### src/rtl/serial_adder_if.sv
// Bus interface for serial_adder: request/operand signals from the master,
// status/result signals back from the adder (slave).
// Optional SERIAL_ADDER_OVF_EN adds the signed-overflow flag ovf_out.
interface serial_adder_if #(
  parameter int WIDTH = 8
);
  logic             start;
  logic [WIDTH-1:0] a_in;
  logic [WIDTH-1:0] b_in;
  logic             cin_in;
  logic             busy;
  logic             done;
  logic [WIDTH-1:0] sum_out;
  logic             cout_out;
`ifdef SERIAL_ADDER_OVF_EN
  logic             ovf_out;

  modport master (
    output start, a_in, b_in, cin_in,
    input  busy, done, sum_out, cout_out, ovf_out
  );
  modport slave (
    input  start, a_in, b_in, cin_in,
    output busy, done, sum_out, cout_out, ovf_out
  );
`else
  modport master (
    output start, a_in, b_in, cin_in,
    input  busy, done, sum_out, cout_out
  );
  modport slave (
    input  start, a_in, b_in, cin_in,
    output busy, done, sum_out, cout_out
  );
`endif
endinterface

### src/rtl/serial_adder.sv
// Bit-serial WIDTH-bit adder built around a single 1-bit full_adder cell.
// One operand bit pair is consumed per clock (LSB first); the result is
// published together with the final carry on the edge that enters DONE.
// Optional feature: define SERIAL_ADDER_OVF_EN to add the signed-overflow
// output ovf_out (carry into MSB XOR carry out of MSB).
module serial_adder #(
  parameter int WIDTH = 8
) (
  input  logic          clk,
  input  logic          rst,
  serial_adder_if.slave bus
);

  localparam int CW = (WIDTH > 1) ? $clog2(WIDTH) : 1;
  localparam logic [CW-1:0] LAST_BIT = CW'(WIDTH - 1);

  localparam logic [1:0] S_IDLE = 2'd0;
  localparam logic [1:0] S_RUN  = 2'd1;
  localparam logic [1:0] S_DONE = 2'd2;

  logic [1:0]       state_q, state_d;
  logic [WIDTH-1:0] a_q, a_d;
  logic [WIDTH-1:0] b_q, b_d;
  // Holds the WIDTH-1 low result bits; the MSB comes straight from the
  // adder on the last RUN cycle.
  logic [WIDTH-2:0] res_q, res_d;
  logic             carry_q, carry_d;
  logic [CW-1:0]    cnt_q, cnt_d;
  logic [WIDTH-1:0] sum_q, sum_d;
  logic             cout_q, cout_d;
`ifdef SERIAL_ADDER_OVF_EN
  logic             ovf_q, ovf_d;
`endif

  logic             fa_sum;
  logic             fa_cout;
  logic [WIDTH-1:0] res_cat;
  logic             last_bit;

  full_adder u_fa (
    .a_i    (a_q[0]),
    .b_i    (b_q[0]),
    .cin_i  (carry_q),
    .sum_o  (fa_sum),
    .cout_o (fa_cout)
  );

  assign res_cat  = {fa_sum, res_q};
  assign last_bit = (cnt_q == LAST_BIT);

  // Next-state logic: operand load, per-bit shift/accumulate, result publish.
  always_comb begin
    state_d = state_q;
    a_d     = a_q;
    b_d     = b_q;
    res_d   = res_q;
    carry_d = carry_q;
    cnt_d   = cnt_q;
    sum_d   = sum_q;
    cout_d  = cout_q;
`ifdef SERIAL_ADDER_OVF_EN
    ovf_d   = ovf_q;
`endif
    case (state_q)
      S_IDLE: begin
        if (bus.start) begin
          a_d     = bus.a_in;
          b_d     = bus.b_in;
          carry_d = bus.cin_in;
          cnt_d   = '0;
          state_d = S_RUN;
        end
      end
      S_RUN: begin
        res_d   = res_cat[WIDTH-1:1];
        carry_d = fa_cout;
        a_d     = a_q >> 1;
        b_d     = b_q >> 1;
        if (last_bit) begin
          // Counter parks on the last index instead of wrapping.
          sum_d   = res_cat;
          cout_d  = fa_cout;
`ifdef SERIAL_ADDER_OVF_EN
          ovf_d   = carry_q ^ fa_cout;
`endif
          state_d = S_DONE;
        end else begin
          cnt_d = cnt_q + 1'b1;
        end
      end
      S_DONE: begin
        state_d = S_IDLE;
      end
      default: begin
        state_d = S_IDLE;
      end
    endcase
  end

  // State and datapath registers; reset aborts any operation in flight.
  always_ff @(posedge clk) begin
    if (rst) begin
      state_q <= S_IDLE;
      a_q     <= '0;
      b_q     <= '0;
      res_q   <= '0;
      carry_q <= 1'b0;
      cnt_q   <= '0;
      sum_q   <= '0;
      cout_q  <= 1'b0;
`ifdef SERIAL_ADDER_OVF_EN
      ovf_q   <= 1'b0;
`endif
    end else begin
      state_q <= state_d;
      a_q     <= a_d;
      b_q     <= b_d;
      res_q   <= res_d;
      carry_q <= carry_d;
      cnt_q   <= cnt_d;
      sum_q   <= sum_d;
      cout_q  <= cout_d;
`ifdef SERIAL_ADDER_OVF_EN
      ovf_q   <= ovf_d;
`endif
    end
  end

  assign bus.busy     = (state_q != S_IDLE);
  assign bus.done     = (state_q == S_DONE);
  assign bus.sum_out  = sum_q;
  assign bus.cout_out = cout_q;
`ifdef SERIAL_ADDER_OVF_EN
  assign bus.ovf_out  = ovf_q;
`endif

endmodule

// 1-bit full adder cell driven by the serial datapath above.
module full_adder (
  input  logic a_i,
  input  logic b_i,
  input  logic cin_i,
  output logic sum_o,
  output logic cout_o
);
  assign sum_o  = a_i ^ b_i ^ cin_i;
  assign cout_o = (a_i & b_i) | (cin_i & (a_i ^ b_i));
endmodule

### src/flat_wrapper.sv
// flat-port wrapper written by rule: the top's interface ports become plain ports
module serial_adder_flat 
#(
  parameter int WIDTH = 8
)
  (clk, rst, bus_start, bus_a_in, bus_b_in, bus_cin_in, bus_busy, bus_done, bus_sum_out, bus_cout_out);
  serial_adder_if #(.WIDTH(WIDTH)) bus_i ();
  input  logic clk;
  input  logic rst;
  input wire logic [$bits(bus_i.start)-1:0] bus_start;
  input wire logic [$bits(bus_i.a_in)-1:0] bus_a_in;
  input wire logic [$bits(bus_i.b_in)-1:0] bus_b_in;
  input wire logic [$bits(bus_i.cin_in)-1:0] bus_cin_in;
  output wire logic [$bits(bus_i.busy)-1:0] bus_busy;
  output wire logic [$bits(bus_i.done)-1:0] bus_done;
  output wire logic [$bits(bus_i.sum_out)-1:0] bus_sum_out;
  output wire logic [$bits(bus_i.cout_out)-1:0] bus_cout_out;
  assign bus_i.start = bus_start;
  assign bus_i.a_in = bus_a_in;
  assign bus_i.b_in = bus_b_in;
  assign bus_i.cin_in = bus_cin_in;
  assign bus_busy = bus_i.busy;
  assign bus_done = bus_i.done;
  assign bus_sum_out = bus_i.sum_out;
  assign bus_cout_out = bus_i.cout_out;
  serial_adder #(.WIDTH(WIDTH)) u_core (.clk(clk), .rst(rst), .bus(bus_i));
endmodule
### config.mk
export PLATFORM = sky130hd
export DESIGN_NAME = serial_adder_flat
export DESIGN_NICKNAME = d
export VERILOG_FILES = /design/src/rtl/serial_adder_if.sv /design/src/rtl/serial_adder.sv /design/src/flat_wrapper.sv
export SDC_FILE = /design/constraint.sdc
export NUM_CORES = 1
export LEC_CHECK = 0
export BUFFER_PORTS_ARGS = -buffer_cell sky130_fd_sc_hd__buf_2
export CAP_MARGIN = 10
export CORE_MARGIN = 3
export CORE_UTILIZATION = 50
export CTS_CLUSTER_SIZE = 20
export DETAILED_ROUTE_END_ITERATION = 16
export GPL_TIMING_DRIVEN = 0
export PLACE_DENSITY = 0.71
export SLEW_MARGIN = 10
export SYNTH_ARGS = -nofsm -noshare
export SYNTH_HDL_FRONTEND = slang
export SYNTH_SLANG_ARGS = --single-unit
### constraint.sdc
create_clock -name clk -period 1.5 [get_ports clk]
set_clock_uncertainty 0.1 [all_clocks]
set_input_delay 0 -clock clk [delete_from_list [all_inputs] [get_ports clk]]
set_output_delay 0 -clock clk [all_outputs]
set_load 0.005 [all_outputs]
==> impl_summary.md <==
Outcome
The run finished with clean final reports.

Setup path
The endpoint class of the critical path is a flop. By startpoint and endpoint, the worst setup path is classified as flop to flop. The cell type of the slowest stage on the worst timing path is dfxtp_4. The maximum fanout along the worst path is 7. Grouping stages by cell kind, the critical path spends the most delay in adder cells. The most numerous cell on the critical path is ha_1. The signal on the critical path passes through ha_1 -> ha_1 -> buf_6 -> nor4b_4 -> a31oi_1 -> a21oi_1. At the worst endpoint, the required time is around 1.7 ns. The delay of the slowest cell on the worst path is 0.36 ns. The worst setup path is launched from a flop.

The sum of buffers and inverters on the critical path is 1. Data arrives at the worst endpoint at around 1.6 ns.

Drt
The total vias in the final route is between 1k and 1.5k. The routed design uses around 1.9 mm of met2 wire. The final wirelength is around 3.8 mm.

The average wire per standard cell is about 13 um. In this run the top signal layer used is met4. The post-detailed-route via-to-cell ratio is 5.24.

The met3 layer wire length in the routed design is between 150 and 200 um. In this run the remaining antenna-violating nets after routing total 0. The first routing iteration left 100 violations. In the routed design, unresolved DRC markers number 0. The detailed router put a total of 1.67 mm of wire on met1. For this run, the detailed router's first-pass iteration total came to 4.

GRT
The via count of the first global-routing pass was 1432. The largest net degree at the start of global routing is 12. The global-route usage over all layers is 0.205. The first global-routing pass estimated roughly 6.4 mm of wire.

The total global routing overflow is 0. The number of antenna violations at the first check in global routing is 0.

Timing
The worst slack on hold paths is about 0.36 ns. The worst slew margin relative to its limit is 0.671. The count of pins over their slew limit came to 0. Setup violations remaining at the end of the flow were counted as 0.

The post-layout minimum cycle time is 1.44 ns. The final hold violation count is 0. At the pin with the least slew margin, the transition time is slightly below 0.5 ns. The ratio of final minimum period to clock period is 0.961. Setup repair after global routing could not meet its margin everywhere. Timing would allow up to ~690 MHz.

Flow run
The max capacitance violation total is 0.

Power and ir drop
In this run the static leakage power is ~0.91 nW. The internal portion of the total power is between 1 and 1.5 mW. The combinational share of power is 0.150. The sequential share of power is 0.562. Of the total power, the share spent switching nets is 0.257.

Overall power consumption after layout is estimated at roughly 1.9 mW. Summed over all nets, the switching power comes to approximately 0.50 mW. VDD sags by at most between 700 and 800 uV. Dividing total power by cell area gives a power density of about 900 nW/um^2.

The share of total power dissipated in the clock network is 0.288.

Logic synthesis
After synthesis the netlist holds a flip-flop and latch count of 38. For this run, the register share of the synthesized area comes to 0.467. The portion of synthesized cell area occupied by the leading cell type is 0.467. Of all flip-flops after synthesis, the portion carrying an async set or reset was 0. The share of cell area taken by muxes after synthesis is 0.0982. The adder-cell share of the synthesized area is 0.0276.

In this run, distinct cell masters in the synthesized netlist total 26. The synthesized area per cell is a little over 9 sq um. The commonest cells after synthesis are 38 x dfxtp_1, 26 x nand2_1, 19 x a21oi_1. The number of enable-type register cells in the synthesized netlist is 0.

The number of nets in the synthesized netlist is between 200 and 250. Of the total synthesized cell area, the portion taken by AND, OR, NAND and NOR gates is 0.186. The netlist area before placement is 1630 sq um.

The combinational family with the most area after synthesis is simple AND/OR/NAND/NOR gates. By instance count, the leading cell after synthesis is dfxtp_1. By area the synthesized netlist is led by dfxtp_1 47%, mux2i_1 9.8%, a211oi_1 6.9%, nand2_1 6.0%, a21oi_1 5.8%. The share of the synthesized area in compound gates (AO/OA/AOI/OAI) came to 0.156. In the synthesized netlist the dominant register cell turns out to be dfxtp_1.

The post-synthesis xor/xnor area fraction is 0. The synthesized instance count is 180. The top cell type by total area after synthesis is dfxtp_1. The number of warning messages in the yosys log is 0.

Placed design
After legalization and detailed placement, the total HPWL measured ~2.4 mm. The number of buffer cells added on primary ports is 29. The final weighted congestion in routability-driven placement is ~0.77.

Die
The top-level I/O count is 31. For this configuration, the core starts out at a cell density of 0.530. The placeable core region is slightly above 3000 sq um. The height of the die is about 63 um. The initialized floorplan defines 20 standard-cell rows. The floorplan step defined a die boundary enclosing between 3000 and 4000 sq um.

From left edge to right edge, the die measures 63.1 um.

Layout
The count of antenna diodes in the layout is 0. Counting the fill cells in the layout gives between 200 and 300. The layout overhead on the synthesized area is 33.0%.

At the end of the flow the core is filled with cells to 0.704. The net count of the finished layout is about 260. The sequential standard cell area is slightly below 800 sq um. The total area of multi-input combinational cells is 788 sq um.

The share of final-layout standard cells stronger than drive strength 1 is 0.238.

CTS
The CTS root buffer is clkbuf_4. The clock tree from TritonCTS is done. The clock latency at the later pin of the worst-skew pair is between 0.3 and 0.4 ns. Counting the buffers created by CTS gives 5. Clock-pin slew was measured on the worst setup and hold paths at 0.10 ns. The longest clock path from root to sink contains 2 buffers. The clock sink count is 38.

The number of H-tree levels is 2.

Worst hold path
The tightest min-delay check is of the flop to flop type.
==> layer usage <==
layer | vias up | global-route usage
li1 | 750 | -
met4 | 0 | 0.0661
met2 | 33 | 0.341
met1 | 696 | 0.253
met3 | 9 | 0.0606
met5 | - | 0
==> worst register-to-register path, cell delays in order (launching register included) <==
cell and delay (ns):
dfxtp_4 0.36, ha_1 0.19, ha_1 0.18, buf_6 0.14
nor4b_4 0.20, a31oi_1 0.08, a21oi_1 0.12
==> power by group through the flow <==
stage	registers (mW)	clock network, mW	logic (mW)
2_1_floorplan	1.10	0	0.170
3_3_place_gp	1.11	0	0.224
3_5_place_dp	1.11	0	0.232
4_1_cts	1.09	0.571	0.277
5_1_grt	1.09	0.622	0.323
6_report	1.09	0.556	0.290
==> layout make-up <==
class | count | area share
flip-flops and latches | 38 | 0.355
inverters | 1 | 0.00173
clock inverters | 1 | 0.00231
multi-input cells | 126 | 0.364
clock buffers | 7 | 0.0254
plain buffers | 14 | 0.0525
repair buffers | 53 | 0.174
well taps | 44 | 0.0254
==> final timing paths <==
path	from	endpoint	slack (ns)	depth (start not counted)
max reg2reg	u_core.cnt_q[0]$_SDFFE_PP0P_	u_core.cnt_q[0]$_SDFFE_PP0P_	0.06	6
min	u_core.bus.sum_out[4]$_SDFFE_PP0P_	u_core.bus.sum_out[4]$_SDFFE_PP0P_	0.36	2
min reg2reg	u_core.bus.sum_out[4]$_SDFFE_PP0P_	u_core.bus.sum_out[4]$_SDFFE_PP0P_	0.36	2
max	u_core.cnt_q[0]$_SDFFE_PP0P_	u_core.cnt_q[0]$_SDFFE_PP0P_	0.06	6
==> cell usage in the layout (no fill, tap or decap), types with 2 or more instances in the layout <==
cell type,count
nand3_1,13
o21ai_0,2
buf_6,3
nor2_1,17
nor2b_1,2
nand2_1,26
buf_12,2
clkbuf_4,5
clkbuf_1,5
buf_4,3
mux2i_1,16
a31oi_1,3
buf_2,33
dlygate4sd3_1,21
nand4bb_1,2
ha_1,2
a21oi_1,19
dfxtp_4,2
a211oi_1,15
dfxtp_1,35
==> registers in the layout (all words and copies together) (netlist names) <==
register             flops
u_core.bus.sum_out       8
u_core.state_q           2
u_core.bus.cout_out      1
u_core.carry_q           1
u_core.a_q               8
u_core.res_q             7
u_core.cnt_q             3
u_core.b_q               8
==> timing repair <==
item	CTS	global route
setup buffers	0	3
gates resized for setup	3	13
pin swaps	0	1
hold buffers	21	0
hold endpoints to repair	21	0
setup endpoints to repair	5	13
==> cells by family (layout without fill, tap and decap cells) <==
family                   Yosys count  after routing
buffers and inverters             16             76
AND/OR/NAND/NOR                   66             66
adder cells (fa/ha/maj)            3              3
flip-flops                        38             38
multiplexers                      16             16
AO/OA/AOI/OAI                     41             41
==> stage by stage <==
step | setup slack (ns) | area (sq um) | instances | setup TNS (ns)
after detailed placement | -0.0219 | 1830 | 253 | -0.0219
after global placement | 0.0483 | 1830 | 253 | 0
after floorplan | 0.131 | 1630 | 180 | 0
after CTS | -0.0312 | 2110 | 282 | -0.0566
after global routing | -0.00552 | 2170 | 284 | -0.00552
final | 0.0586 | 2170 | 284 | 0
Note: power is estimated with default switching activity, not from simulation.
